$ cat config.mk
export PLATFORM = sky130hd
export DESIGN_NAME = div_unit
export DESIGN_NICKNAME = d
export VERILOG_FILES = /design/src/rtl/div_pkg.sv /design/src/rtl/div_step.sv /design/src/rtl/div_unit.sv
export SDC_FILE = /design/constraint.sdc
export NUM_CORES = 1
export LEC_CHECK = 0
export BUFFER_PORTS_ARGS = -buffer_cell sky130_fd_sc_hd__buf_4
export CAP_MARGIN = 20
export CORE_MARGIN = 4
export CORE_UTILIZATION = 40
export CTS_CLUSTER_DIAMETER = 40
export DETAILED_ROUTE_END_ITERATION = 8
export PLACE_DENSITY_LB_ADDON = 0.12
export SLEW_MARGIN = 20
export SYNTH_ARGS = -nofsm -noshare
export SYNTH_HDL_FRONTEND = slang
export SYNTH_HIERARCHICAL = 1
export SYNTH_SLANG_ARGS = --single-unit
export TNS_END_PERCENT = 5
$ cat constraint.sdc
create_clock -name clk -period 6.1 [get_ports clk]
set_input_delay 0 -clock clk [delete_from_list [all_inputs] [get_ports clk]]
set_output_delay 0 -clock clk [all_outputs]
set_load 0.02 [all_outputs]
$ cat src/rtl/div_pkg.sv
// Shared definitions for the iterative integer divider: width, op codes,
// FSM state encoding and a conditional two's-complement helper.
package div_pkg;

    localparam int unsigned XLEN = 32;

    localparam logic [1:0] OP_DIV  = 2'b00;
    localparam logic [1:0] OP_DIVU = 2'b01;
    localparam logic [1:0] OP_REM  = 2'b10;
    localparam logic [1:0] OP_REMU = 2'b11;

    typedef enum logic [1:0] {
        S_IDLE = 2'd0,
        S_CALC = 2'd1,
        S_DONE = 2'd2
    } state_e;

    function automatic logic [XLEN-1:0] cond_neg(input logic neg, input logic [XLEN-1:0] v);
        return neg ? -v : v;
    endfunction

endpackage

$ cat src/rtl/div_step.sv
// One restoring division step: shift the next dividend bit into the partial
// remainder, trial-subtract the divisor and emit one quotient bit.
module div_step #(
    parameter int unsigned XLEN = div_pkg::XLEN
) (
    input  logic [XLEN-1:0] rem_i,
    input  logic [XLEN-1:0] quo_i,
    input  logic [XLEN-1:0] divisor_i,
    output logic [XLEN-1:0] rem_o,
    output logic [XLEN-1:0] quo_o
);

    logic [XLEN:0] shifted;
    logic [XLEN:0] trial;

    // The partial remainder is always below the divisor, so the shifted value
    // fits in XLEN+1 bits and bit XLEN of the difference is the borrow.
    always_comb begin
        shifted = {rem_i, quo_i[XLEN-1]};
        trial   = shifted - {1'b0, divisor_i};
        if (trial[XLEN]) begin
            rem_o = shifted[XLEN-1:0];
            quo_o = {quo_i[XLEN-2:0], 1'b0};
        end else begin
            rem_o = trial[XLEN-1:0];
            quo_o = {quo_i[XLEN-2:0], 1'b1};
        end
    end

endmodule

$ cat src/rtl/div_unit.sv
// Multi-cycle DIV/DIVU/REM/REMU unit: captures operands on start, runs 32
// restoring steps, then writes the result back for exactly one cycle.
module div_unit #(
    parameter int unsigned XLEN = div_pkg::XLEN
) (
    input  logic            clk,
    input  logic            rst,
    input  logic            start,
    input  logic [1:0]      op,
    input  logic [XLEN-1:0] rs1_val,
    input  logic [XLEN-1:0] rs2_val,
    input  logic [4:0]      rd_addr,
    output logic            busy,
    output logic            done,
    output logic            regWrite,
    output logic [4:0]      a3,
    output logic [XLEN-1:0] wd3
);

    import div_pkg::*;

    state_e          state_q, state_d;
    logic [5:0]      cnt_q, cnt_d;
    logic [1:0]      op_q, op_d;
    logic [4:0]      rd_q, rd_d;
    logic [XLEN-1:0] rem_q, rem_d;
    logic [XLEN-1:0] quo_q, quo_d;
    logic [XLEN-1:0] dvsr_q, dvsr_d;
    logic            negq_q, negq_d;
    logic            negr_q, negr_d;

    logic            busy_q, busy_d;
    logic            done_q, done_d;
    logic            wr_q, wr_d;
    logic [4:0]      a3_q, a3_d;
    logic [XLEN-1:0] wd3_q, wd3_d;

    logic [XLEN-1:0] rem_nx, quo_nx;
    logic            in_signed, a_neg, b_neg;
    logic [XLEN-1:0] a_abs, b_abs;
    logic            div_zero, ovf;
    logic [XLEN-1:0] special_res;
    logic [XLEN-1:0] final_res;

    div_step #(.XLEN(XLEN)) u_step (
        .rem_i     (rem_q),
        .quo_i     (quo_q),
        .divisor_i (dvsr_q),
        .rem_o     (rem_nx),
        .quo_o     (quo_nx)
    );

    // Operand decode for the request presented at the IDLE edge.
    always_comb begin
        in_signed = (op == OP_DIV) || (op == OP_REM);
        a_neg     = in_signed & rs1_val[XLEN-1];
        b_neg     = in_signed & rs2_val[XLEN-1];
        a_abs     = cond_neg(a_neg, rs1_val);
        b_abs     = cond_neg(b_neg, rs2_val);
        div_zero  = (rs2_val == '0);
        ovf       = in_signed && (rs1_val == {1'b1, {(XLEN-1){1'b0}}}) && (rs2_val == '1);
        if (div_zero) begin
            special_res = op[1] ? rs1_val : '1;
        end else begin
            special_res = op[1] ? '0 : {1'b1, {(XLEN-1){1'b0}}};
        end
    end

    // Result of the final step, with signs restored.
    always_comb begin
        if (op_q == OP_REM || op_q == OP_REMU) begin
            final_res = cond_neg(negr_q, rem_nx);
        end else begin
            final_res = cond_neg(negq_q, quo_nx);
        end
    end

    always_comb begin
        state_d = state_q;
        cnt_d   = cnt_q;
        op_d    = op_q;
        rd_d    = rd_q;
        rem_d   = rem_q;
        quo_d   = quo_q;
        dvsr_d  = dvsr_q;
        negq_d  = negq_q;
        negr_d  = negr_q;
        busy_d  = busy_q;
        done_d  = 1'b0;
        wr_d    = 1'b0;
        a3_d    = '0;
        wd3_d   = '0;

        case (state_q)
            S_IDLE: begin
                busy_d = 1'b0;
                if (start) begin
                    op_d   = op;
                    rd_d   = rd_addr;
                    negq_d = a_neg ^ b_neg;
                    negr_d = a_neg;
                    rem_d  = '0;
                    quo_d  = a_abs;
                    dvsr_d = b_abs;
                    cnt_d  = '0;
                    busy_d = 1'b1;
                    if (div_zero || ovf) begin
                        state_d = S_DONE;
                        done_d  = 1'b1;
                        wr_d    = (rd_addr != 5'd0);
                        a3_d    = rd_addr;
                        wd3_d   = special_res;
                    end else begin
                        state_d = S_CALC;
                    end
                end
            end
            S_CALC: begin
                rem_d = rem_nx;
                quo_d = quo_nx;
                cnt_d = cnt_q + 6'd1;
                if (cnt_q == 6'(XLEN - 1)) begin
                    state_d = S_DONE;
                    done_d  = 1'b1;
                    wr_d    = (rd_q != 5'd0);
                    a3_d    = rd_q;
                    wd3_d   = final_res;
                end
            end
            S_DONE: begin
                state_d = S_IDLE;
                busy_d  = 1'b0;
            end
            default: begin
                state_d = S_IDLE;
                busy_d  = 1'b0;
            end
        endcase
    end

    always_ff @(posedge clk) begin
        if (rst) begin
            state_q <= S_IDLE;
            cnt_q   <= '0;
            op_q    <= '0;
            rd_q    <= '0;
            rem_q   <= '0;
            quo_q   <= '0;
            dvsr_q  <= '0;
            negq_q  <= 1'b0;
            negr_q  <= 1'b0;
            busy_q  <= 1'b0;
            done_q  <= 1'b0;
            wr_q    <= 1'b0;
            a3_q    <= '0;
            wd3_q   <= '0;
        end else begin
            state_q <= state_d;
            cnt_q   <= cnt_d;
            op_q    <= op_d;
            rd_q    <= rd_d;
            rem_q   <= rem_d;
            quo_q   <= quo_d;
            dvsr_q  <= dvsr_d;
            negq_q  <= negq_d;
            negr_q  <= negr_d;
            busy_q  <= busy_d;
            done_q  <= done_d;
            wr_q    <= wr_d;
            a3_q    <= a3_d;
            wd3_q   <= wd3_d;
        end
    end

    assign busy     = busy_q;
    assign done     = done_q;
    assign regWrite = wr_q;
    assign a3       = a3_q;
    assign wd3      = wd3_q;

endmodule

# After elaboration in Yosys (flattened, before gate mapping)

Cells that the tools add are included.

Register bits after elaboration: 153
Input bits: 74
Output and inout bits: 40
Word-level logic and storage cells: 84

Add/subtract/negate cells: 6
Equal/unequal tests: 9
Mux-type cells: 38
Bitwise operators: 3
Reductions and logical operators: 14

Operators by type and width:

| kind                                          | count |
|---|---|
| two-way mux 32 bit                            | 14 |
| case mux 32 bit (2 select lines)              | 3 |
| negator 32 bit                                | 4 |
| == test 32 bit, second input constant         | 2 |
| subtractor 33 x 32 -> 33 bit                  | 1 |
| zero test 32 bit                              | 1 |
| two-way mux 5 bit                             | 3 |
| case mux 6 bit (2 select lines)               | 1 |
| case mux 5 bit (2 select lines)               | 1 |
| nonzero test 5 bit                            | 2 |
| two-way mux 1 bit                             | 8 |
| adder 6 x 1 -> 6 bit, second input constant   | 1 |
| == test 2 bit, second input constant          | 3 |
| == test 6 x 5 -> 1 bit, second input constant | 1 |
| two-way mux 2 bit                             | 3 |
| two-way mux 6 bit                             | 1 |
| case mux 1 bit (2 select lines)               | 3 |
| AND reduction 2 bit                           | 3 |
| zero test 2 bit                               | 2 |
| inequality test 2 bit, second input constant  | 2 |
| case mux 2 bit (2 select lines)               | 1 |
| logical OR 1 bit                              | 3 |
| bitwise AND 1 bit                             | 2 |
| == test 2 x 1 -> 1 bit, second input constant | 1 |
| other kinds (3)                               | 4 |

# Longest topological paths before layout

Gate-level depths: netlist of the first run.

Depth after elaboration: 8
Mapped depth: 22
Gate-level depth less buffers: 21

# Hierarchy

The synthesis of the first run kept the hierarchy.

Modules (own cells, without submodules):

| module   | times used | cells an instance | area each (um2) | seq. area each (um2) |
|---|---|---|---|---|
| div_unit | 1          | 1089              | 8588.2          | 3042.9 |
| div_step | 1          | 342               | 2488.6          | 0.0 |

# Least setup slack after synthesis of the first run

No wires, ideal clock.

Path type: register to register
Start point: register quo_q[31]
End point: register wd3_q[31] (netlist: wd3[31])
Data arrival time: 4.560 ns
Data required time: 5.986 ns
Setup slack: 1.426 ns
Cell stages (with the launch flop): 23
Buffers on the path: 2
Period minus slack after synthesis: 4.674 ns
Cell sequence: dfxtp_1 > inv_1 > ha_1 > fa_1 > and2b_1 > o2111ai_1 > a21oi_2 > o2111ai_1 > a211oi_2 > nor2_2 > mux2i_1 > and2_4 > inv_2 > buf_6 > mux2_4 > nor4_2 > nand3_1 > or2_1 > clkbuf_1 > o41ai_1 > xor2_1 > o22ai_1 > a21o_1

Word-level cells in the longest chain between the ends: 7
Elaborated cells on any way between the ends: 10
Classes of those cells: add/sub (3); mux (7)

RTL lines:

| what                             | line            | text |
|---|---|---|
| from (decl)                      | div_unit.sv:27  | `logic [XLEN-1:0] quo_q, quo_d;` |
| from (signal assigned)           | div_unit.sv:163 | `quo_q <= quo_d;` |
| subtractor 33 x 32 -> 33 bit     | div_step.sv:20  | `trial = shifted - {1'b0, divisor_i};` |
| two-way mux 32 bit               | div_step.sv:21  | `if (trial[XLEN]) begin` |
| named net rem_nx[8]              | div_unit.sv:38  | `logic [XLEN-1:0] rem_nx, quo_nx;` |
| negator 32 bit                   | div_pkg.sv:19   | `return neg ? -v : v;` |
| two-way mux 32 bit               | div_pkg.sv:19   |  |
| two-way mux 32 bit               | div_unit.sv:71  | `if (op_q == OP_REM \|\| op_q == OP_REMU) begin` |
| two-way mux 32 bit               | div_unit.sv:122 | `if (cnt_q == 6'(XLEN - 1)) begin` |
| case mux 32 bit (2 select lines) | div_unit.sv:94  | `case (state_q)` |
| to (signal assigned)             | div_unit.sv:171 | `wd3_q <= wd3_d;` |
| to (decl)                        | div_unit.sv:36  | `logic [XLEN-1:0] wd3_q, wd3_d;` |

The timed path passes the listed nets, and every way through them passes these cells.
A chain may end at the register's enable or synchronous reset.

# Final worst setup path of the first run

Start point: register quo_q[31]
End point: register wd3_q[26] (netlist: wd3[26])

Word-level cells in the longest chain between the ends: 7
Elaborated cells on any way between the ends: 10
Classes of those cells: add/sub (3); mux (7)

RTL lines:

| what                             | line |
|---|---|
| subtractor 33 x 32 -> 33 bit     | div_step.sv:20 |
| two-way mux 1 bit                | div_step.sv:21 |
| named net quo_nx[0]              | div_unit.sv:38 |
| negator 32 bit                   | div_pkg.sv:19 |
| two-way mux 32 bit               | div_pkg.sv:19 |
| two-way mux 32 bit               | div_unit.sv:71 |
| two-way mux 32 bit               | div_unit.sv:122 |
| case mux 32 bit (2 select lines) | div_unit.sv:94 |

The timed path passes the listed nets, and every way through them passes these cells.

==> impl_metrics.yaml, run 1 <==
routing:
  drt-wirelength-per-cell_microns: 19.1
  drc_errors: 0
  final_antenna_net_count: 0
  via_per_inst: 5.73
  num_vias: 10900
  wl_mm: 36.2
  drtIter0Drc: 937
  dr.pass1.iters: 6
floorplanning:
  fp.dieW_microns: 174
  ios: 114
  die_area_sq_um: 30400
  placementRows: 60
  dieHeight_microns: 174
  start_util_pct: 40.9
  core_area_sq_um: 27100
logic_synthesis:
  postSynthAreaPerCell_sq_um: 7.74
  synth_cell_types: 92
  synthArstFlopShare_pct: 0
  yosysTopAreaCell: "dfxtp_1"
  syn_nets: 1544
  synth_ff_type: "dfxtp_1"
  synth.most_common_cell: "dfxtp_1"
  synth_top_area_share_pct: 27.5
  ys_ff_latch: 152
  synth_edf_count: 0
  ys_seq_area_share_pct: 27.5
  yosysWarnings: 6
  synth_common_cells: "152 x dfxtp_1, 147 x nand2_1, 126 x a21oi_1, 95 x nor2_1"
  syn_area_sq_um: 11100
  synth.area.top_cells: "dfxtp_1 27%, xor2_1 6.0%, a21oi_1 5.7%, nand2_1 5.0%, xnor2_1 4.9%"
  synth_cells: 1431
critical_path:
  critPathMaxStageDelay_ps: 570
  critPathKind: "flip-flop to flip-flop"
  required_ps: 6430
  crit_path_end_kind: "flip-flop"
  crit_slowest_cell: "nor4b_1"
  cp_max_fo: 12
  cp_data_arrival_time_ps: 5890
  crit_path_frequent_cell: "o2111ai_1"
  critical_path.cell_chain: "inv_1 > ha_1 > fa_1 > and2b_1 > o2111ai_1 > a21oi_2 > o2111ai_1 > a211oi_2 > nor2_2 > mux2i_1 > and2_4 > inv_2 > mux2_1 > nor4b_1 > nand4_1 > or2_2 > o21ai_0 > xor2_1 > nor2_1 > a311o_1"
  start_kind: "flip-flop"
sta:
  rsz0062_at_grt: "no"
  fin_crit_sh_pct: 91.1
  fin_setup_tns_ps: 0
  fmax_mhz: 180
  setup_violations: 0
  fin_crit_ps: 5560
  tightest_slew_ps: 975
  relSlewSlack_pct: 34.9
  final-max-slew-violation-count: 0
  hold_ws_ps: 24.0
  skew_ps: 12.6
  hold_viol: 0
placement:
  port_buffers: 113
  dp.final_hpwl_mm: 26.8
  globalplace.congestion: 0.908
job:
  drv_cap: 0
cts:
  cts_buffers: 17
  path_clk_slew_ps: 70
  cts_buffer_depth: 2
  cts.sinks: 152
  htree_levels: 4
  clk_latency_ps: 450
  cts-root-buf: "clkbuf_16"
  cts_tree: "yes"
global_route:
  grt_max_degree: 75
  grt_use_total_pct: 23.3
  grt_pass1_vias: 10300
  grt_pass1_wl_mm: 57.2
  antenna_found_initial: 0
  grt-ovfl-total: 0
cells_and_area:
  n_antenna_cell: 0
  layout.nets: 1631
  drive_gt1_share_pct: 14.3
  area_growth_pct: 18.5
  fillers: 2731
power_and_ir_drop:
  p_leak_uw: 0.00507
  vdd_drop_max_v: 0.000374
  p_per_area_nw_per_um2: 395
hold_path:
  holdCritPathClass: "input pin to flip-flop"
status:
  status: "completed"
==> critical path: cells and delay by family (launching register included) <==
| kind | cells | cell delay [ps] |
|---|---|---|
| AO/OA/AOI/OAI | 6 | 1440 |
| XOR/XNOR | 1 | 180 |
| adder cells (fa/ha/maj) | 2 | 630 |
| buffers and inverters | 2 | 160 |
| flip-flops | 1 | 370 |
| multiplexers | 2 | 630 |
| AND/OR/NAND/NOR | 7 | 2040 |
==> cell families (layout without fill, tap and decap cells) <==
group / count (synthesis) / count (layout) / share of synthesized area, %
compound gates: 427 / 427 / 24.8
xor+xnor: 138 / 138 / 10.9
fa+ha+maj: 39 / 39 / 4.47
buf+inv: 170 / 269 / 7.21
flops: 152 / 152 / 27.5
mux: 27 / 27 / 3.33
simple gates: 478 / 478 / 21.8
==> state kept, by name (all words and copies together) (netlist names) <==
name	count
dvsr_q	32
quo_q	32
rem_q	32
wd3	32
cnt_q	6
a3	5
rd_q	5
state_q	2
busy	1
done	1
negq_q	1
negr_q	1
op_q	1
regWrite	1
==> power by group <==
group / leakage [uW] / switching, uW / internal [uW]
clock network: 0.000292 / 501 / 621
registers: 0.00124 / 83.1 / 1070
logic: 0.00354 / 1800 / 1120
==> placed cells by master (no fill, tap or decap), types with 5 or more instances in the layout <==
cell type,synthesis,layout
a22oi_1,23,23
o22ai_1,19,19
a311oi_1,7,7
nand4_1,15,15
a21o_1,20,20
dfxtp_1,152,152
o41ai_1,14,14
o21ai_1,14,14
ha_1,38,38
a31oi_1,12,12
nand3_1,72,72
clkbuf_16,0,17
inv_1,49,49
mux2i_1,5,5
o31ai_1,26,26
dlygate4sd3_1,0,61
nand2b_1,11,11
nand2_1,147,146
or3_1,15,15
a21oi_1,126,126
nor2_1,95,94
buf_4,31,125
xor2_1,76,76
o21a_1,8,8
xnor2_1,62,62
nor2b_1,8,7
nor3b_1,6,6
o21ai_0,76,76
a22o_1,5,5
mux2_4,19,19
nor4_1,14,13
o22a_1,5,5
inv_6,0,5
a211oi_1,21,21
or4_1,14,14
o211ai_1,16,16
or2_2,7,7
nor3_1,26,26
and3_1,12,12
==> final cells by class <==
cell class | count | area, sq um | share of cell area [%]
tap | 372 | 465 | 3.55
clock buffer | 17 | 425 | 3.24
clock inverter | 14 | 180 | 1.37
inverter | 51 | 191 | 1.46
sequential | 152 | 3040 | 23.2
timing repair buffer | 187 | 1560 | 11.9
multi-input combinational | 1109 | 7260 | 55.3
==> metal layers <==
layer	vias up	track usage, %	wire length (microns)
li1	5316	-	-
met1	5224	32.9	17300
met2	315	37.7	16800
met3	49	3.15	1520
met4	0	5.67	620
met5	-	0	0
==> repair_timing <==
action                                 in CTS  in global routing
gates resized for setup                     0                  0
buffers inserted                            0                  0
endpoints found under the hold margin     100                  0
hold buffers                               61                  0
==> path summary, 6_finish.rpt <==
kind / start / cells after the start / slack, ps / end
max: quo_q[31]$_SDFFE_PP0P_ / 20 / 540 / wd3[26]$_SDFF_PP0_
min: rs2_val[17] / 3 / 20 / dvsr_q[17]$_SDFFE_PP0P_
max reg2reg: quo_q[31]$_SDFFE_PP0P_ / 20 / 540 / wd3[26]$_SDFF_PP0_
min reg2reg: dvsr_q[0]$_SDFFE_PP0P_ / 2 / 460 / dvsr_q[0]$_SDFFE_PP0P_
==> metrics by stage <==
stage	area [sq um]	setup WS [ps]	util, %	cells	power [uW]
detailed placement	11900	651	43.9	1809	3990
CTS	13100	620	48.4	1901	5160
floorplan	11100	1430	-	1431	3350
global placement	11900	858	43.9	1809	3980
global route	13100	115	48.4	1902	5540
finish	13100	542	48.4	1902	5190
Power figures use the tool's default switching activity.
==> run 2: changes to the inputs <==
--- a/config.mk
+++ b/config.mk
@@ -19,2 +19,2 @@
 export SYNTH_SLANG_ARGS = --single-unit
-export TNS_END_PERCENT = 5
+export TNS_END_PERCENT = 100
==> constraint.sdc (replaced) <==
create_clock -name clk -period 6.1 [get_ports clk]
set_input_delay 1.22 -clock clk [delete_from_list [all_inputs] [get_ports clk]]
set_output_delay 1.22 -clock clk [all_outputs]
set_load 0.02 [all_outputs]
==> impl_metrics.yaml, run 2 (synthesized netlist as in run 1, its figures left out) <==
status:
  status: "completed"
power_and_ir_drop:
  combPwrFrac_pct: 56.2
  p_sw_share_pct: 46.2
  vdd_drop_max_v: 0.000363
  p_leak_uw: 0.00481
  clockPowerShare_pct: 21.3
  seq_power_share_pct: 22.5
  p_switching_uw: 2350
  p_int_uw: 2740
  p_per_area_nw_per_um2: 408
critical_path:
  r2r_end: "wd3[26]$_SDFF_PP0_"
  crit_path_end_kind: "flip-flop"
  r2r_slack_ps: 630
  r2r-start: "quo_q[31]$_SDFFE_PP0P_"
  start_kind: "flip-flop"
  cp_data_arrival_time_ps: 5780
  critPathKind: "flip-flop to flip-flop"
  cp_max_fo: 12
  required_ps: 6410
  worst-r2r-cell-count: 20
sta:
  skew_ps: 15.0
  fin_crit_sh_pct: 89.6
  tightest_slew_ps: 1040
  fin_setup_tns_ps: 0
  final-max-slew-violation-count: 0
  fmax_mhz: 183
  relSlewSlack_pct: 29.8
  setup_ws_ps: 634
  rsz0062_at_grt: "no"
  fin_crit_ps: 5470
  hold_viol: 0
  setup_violations: 0
global_route:
  grt_pass1_wl_mm: 56.0
  grt-ovfl-total: 0
  grt_use_total_pct: 22.7
  grt_pass1_vias: 9874
  antenna_found_initial: 0
  grt_max_degree: 78
cts:
  htree_levels: 4
  cts_buffer_depth: 2
  cts-root-buf: "clkbuf_16"
  cts_hold_buf: 0
  cts_resized: 0
  cts.sinks: 152
  path_clk_slew_ps: 70
  post-cts-setup-buffer-count: 0
  cts_buffers: 17
  clk_latency_ps: 430
  cts_tree: "yes"
hold_path:
  holdCritPathClass: "flip-flop to flip-flop"
  hp-start: "busy$_SDFFE_PP0N_"
  min_delay_worst_endpoint: "busy$_SDFFE_PP0N_"
  whs_path_depth: 2
routing:
  final_antenna_net_count: 0
  num_vias: 10700
  wl_mm: 35.6
  drc_errors: 0
  drtIter0Drc: 927
  dr.pass1.iters: 5
  via_per_inst: 5.80
  drt-wirelength-per-cell_microns: 19.4
floorplanning:
  core_area_sq_um: 27100
  fp.dieW_microns: 174
  ios: 114
  die_area_sq_um: 30400
  placementRows: 60
  start_util_pct: 40.9
  dieHeight_microns: 174
cells_and_area:
  n_antenna_cell: 0
  fin_cells: 1842
  final_common_cell: "dfxtp_1"
  fillers: 2812
  layout_common_cells: "152 x dfxtp_1, 146 x nand2_1, 126 x a21oi_1, 126 x buf_4, 94 x nor2_1"
  drive_gt1_share_pct: 14.9
  area_growth_pct: 12.7
  layout.nets: 1570
placement:
  globalplace.congestion: 0.891
  dp.cells: 1810
  port_buffers: 113
  dp.final_hpwl_mm: 26.8
  dp_slack_ps: 715
job:
  drv_cap: 0
run 2: power by group through the flow:
| stage | Clock (uW) | Combinational [uW] | Sequential, uW |
|---|---|---|---|
| detailed placement | 0 | 2810 | 1170 |
| finish | 1080 | 2860 | 1150 |
| CTS | 1100 | 2820 | 1150 |
| global placement | 0 | 2810 | 1170 |
| floorplan | 0 | 2230 | 1120 |
| global route | 1150 | 3140 | 1160 |
run 2: worst max path at each step:
stage | cells after the start | slack [ps] | from | to
after global placement | 20 | 850 | quo_q[31]$_SDFFE_PP0P_ | wd3[26]$_SDFF_PP0_
final | 20 | 630 | quo_q[31]$_SDFFE_PP0P_ | wd3[26]$_SDFF_PP0_
after detailed placement | 20 | 710 | quo_q[31]$_SDFFE_PP0P_ | wd3[26]$_SDFF_PP0_
after floorplan | 22 | 1430 | quo_q[31]$_SDFFE_PP0P_ | wd3[31]$_SDFF_PP0_
after CTS | 20 | 680 | quo_q[31]$_SDFFE_PP0P_ | wd3[26]$_SDFF_PP0_
after global routing | 20 | 140 | quo_q[31]$_SDFFE_PP0P_ | wd3[26]$_SDFF_PP0_
run 2: critical path, stage by stage, from the launching register on:
cell and delay, ps:
dfxtp_1 350, inv_1 50, ha_1 220, fa_1 400, and2b_1 240, o2111ai_1 160, a21oi_2 220, o2111ai_1 220
a211oi_2 300, nor2_2 110, mux2i_1 230, and2_4 280, inv_2 110, mux2_1 410, nor4b_1 560, nand4_1 320
or2_2 400, o21ai_0 250, xor2_1 180, nor2_1 60, a311o_1 280
run 2: routing by layer:
| layer | share of wire, % | global-route usage, % |
|---|---|---|
| met2 | 46 | 36.5 |
| met1 | 47 | 32.4 |
| met3 | 5.6 | 3.44 |
| met5 | 0 | 0 |
| met4 | 1.4 | 4.45 |
run 2: layout make-up:
type                    count  area [sq um]  area share [%]
repair buffers            126           946            7.58
multi-input cells        1109          7260            58.1
clock buffers              18           429            3.44
well taps                 372           465            3.73
flip-flops and latches    152          3040            24.4
inverters                  51           191            1.53
clock inverters            14           151            1.21
run 2: through the flow:
| stage | area, sq um | hold slack (ps) | utilization, % | total power (uW) |
|---|---|---|---|---|
| after floorplan | 11100 | 432 | - | 3350 |
| after global placement | 11900 | 443 | 43.9 | 3980 |
| after detailed placement | 11900 | 452 | 43.9 | 3980 |
| after CTS | 12500 | 464 | 46.1 | 5070 |
| after global routing | 12500 | 491 | 46.1 | 5440 |
| final | 12500 | 463 | 46.1 | 5090 |
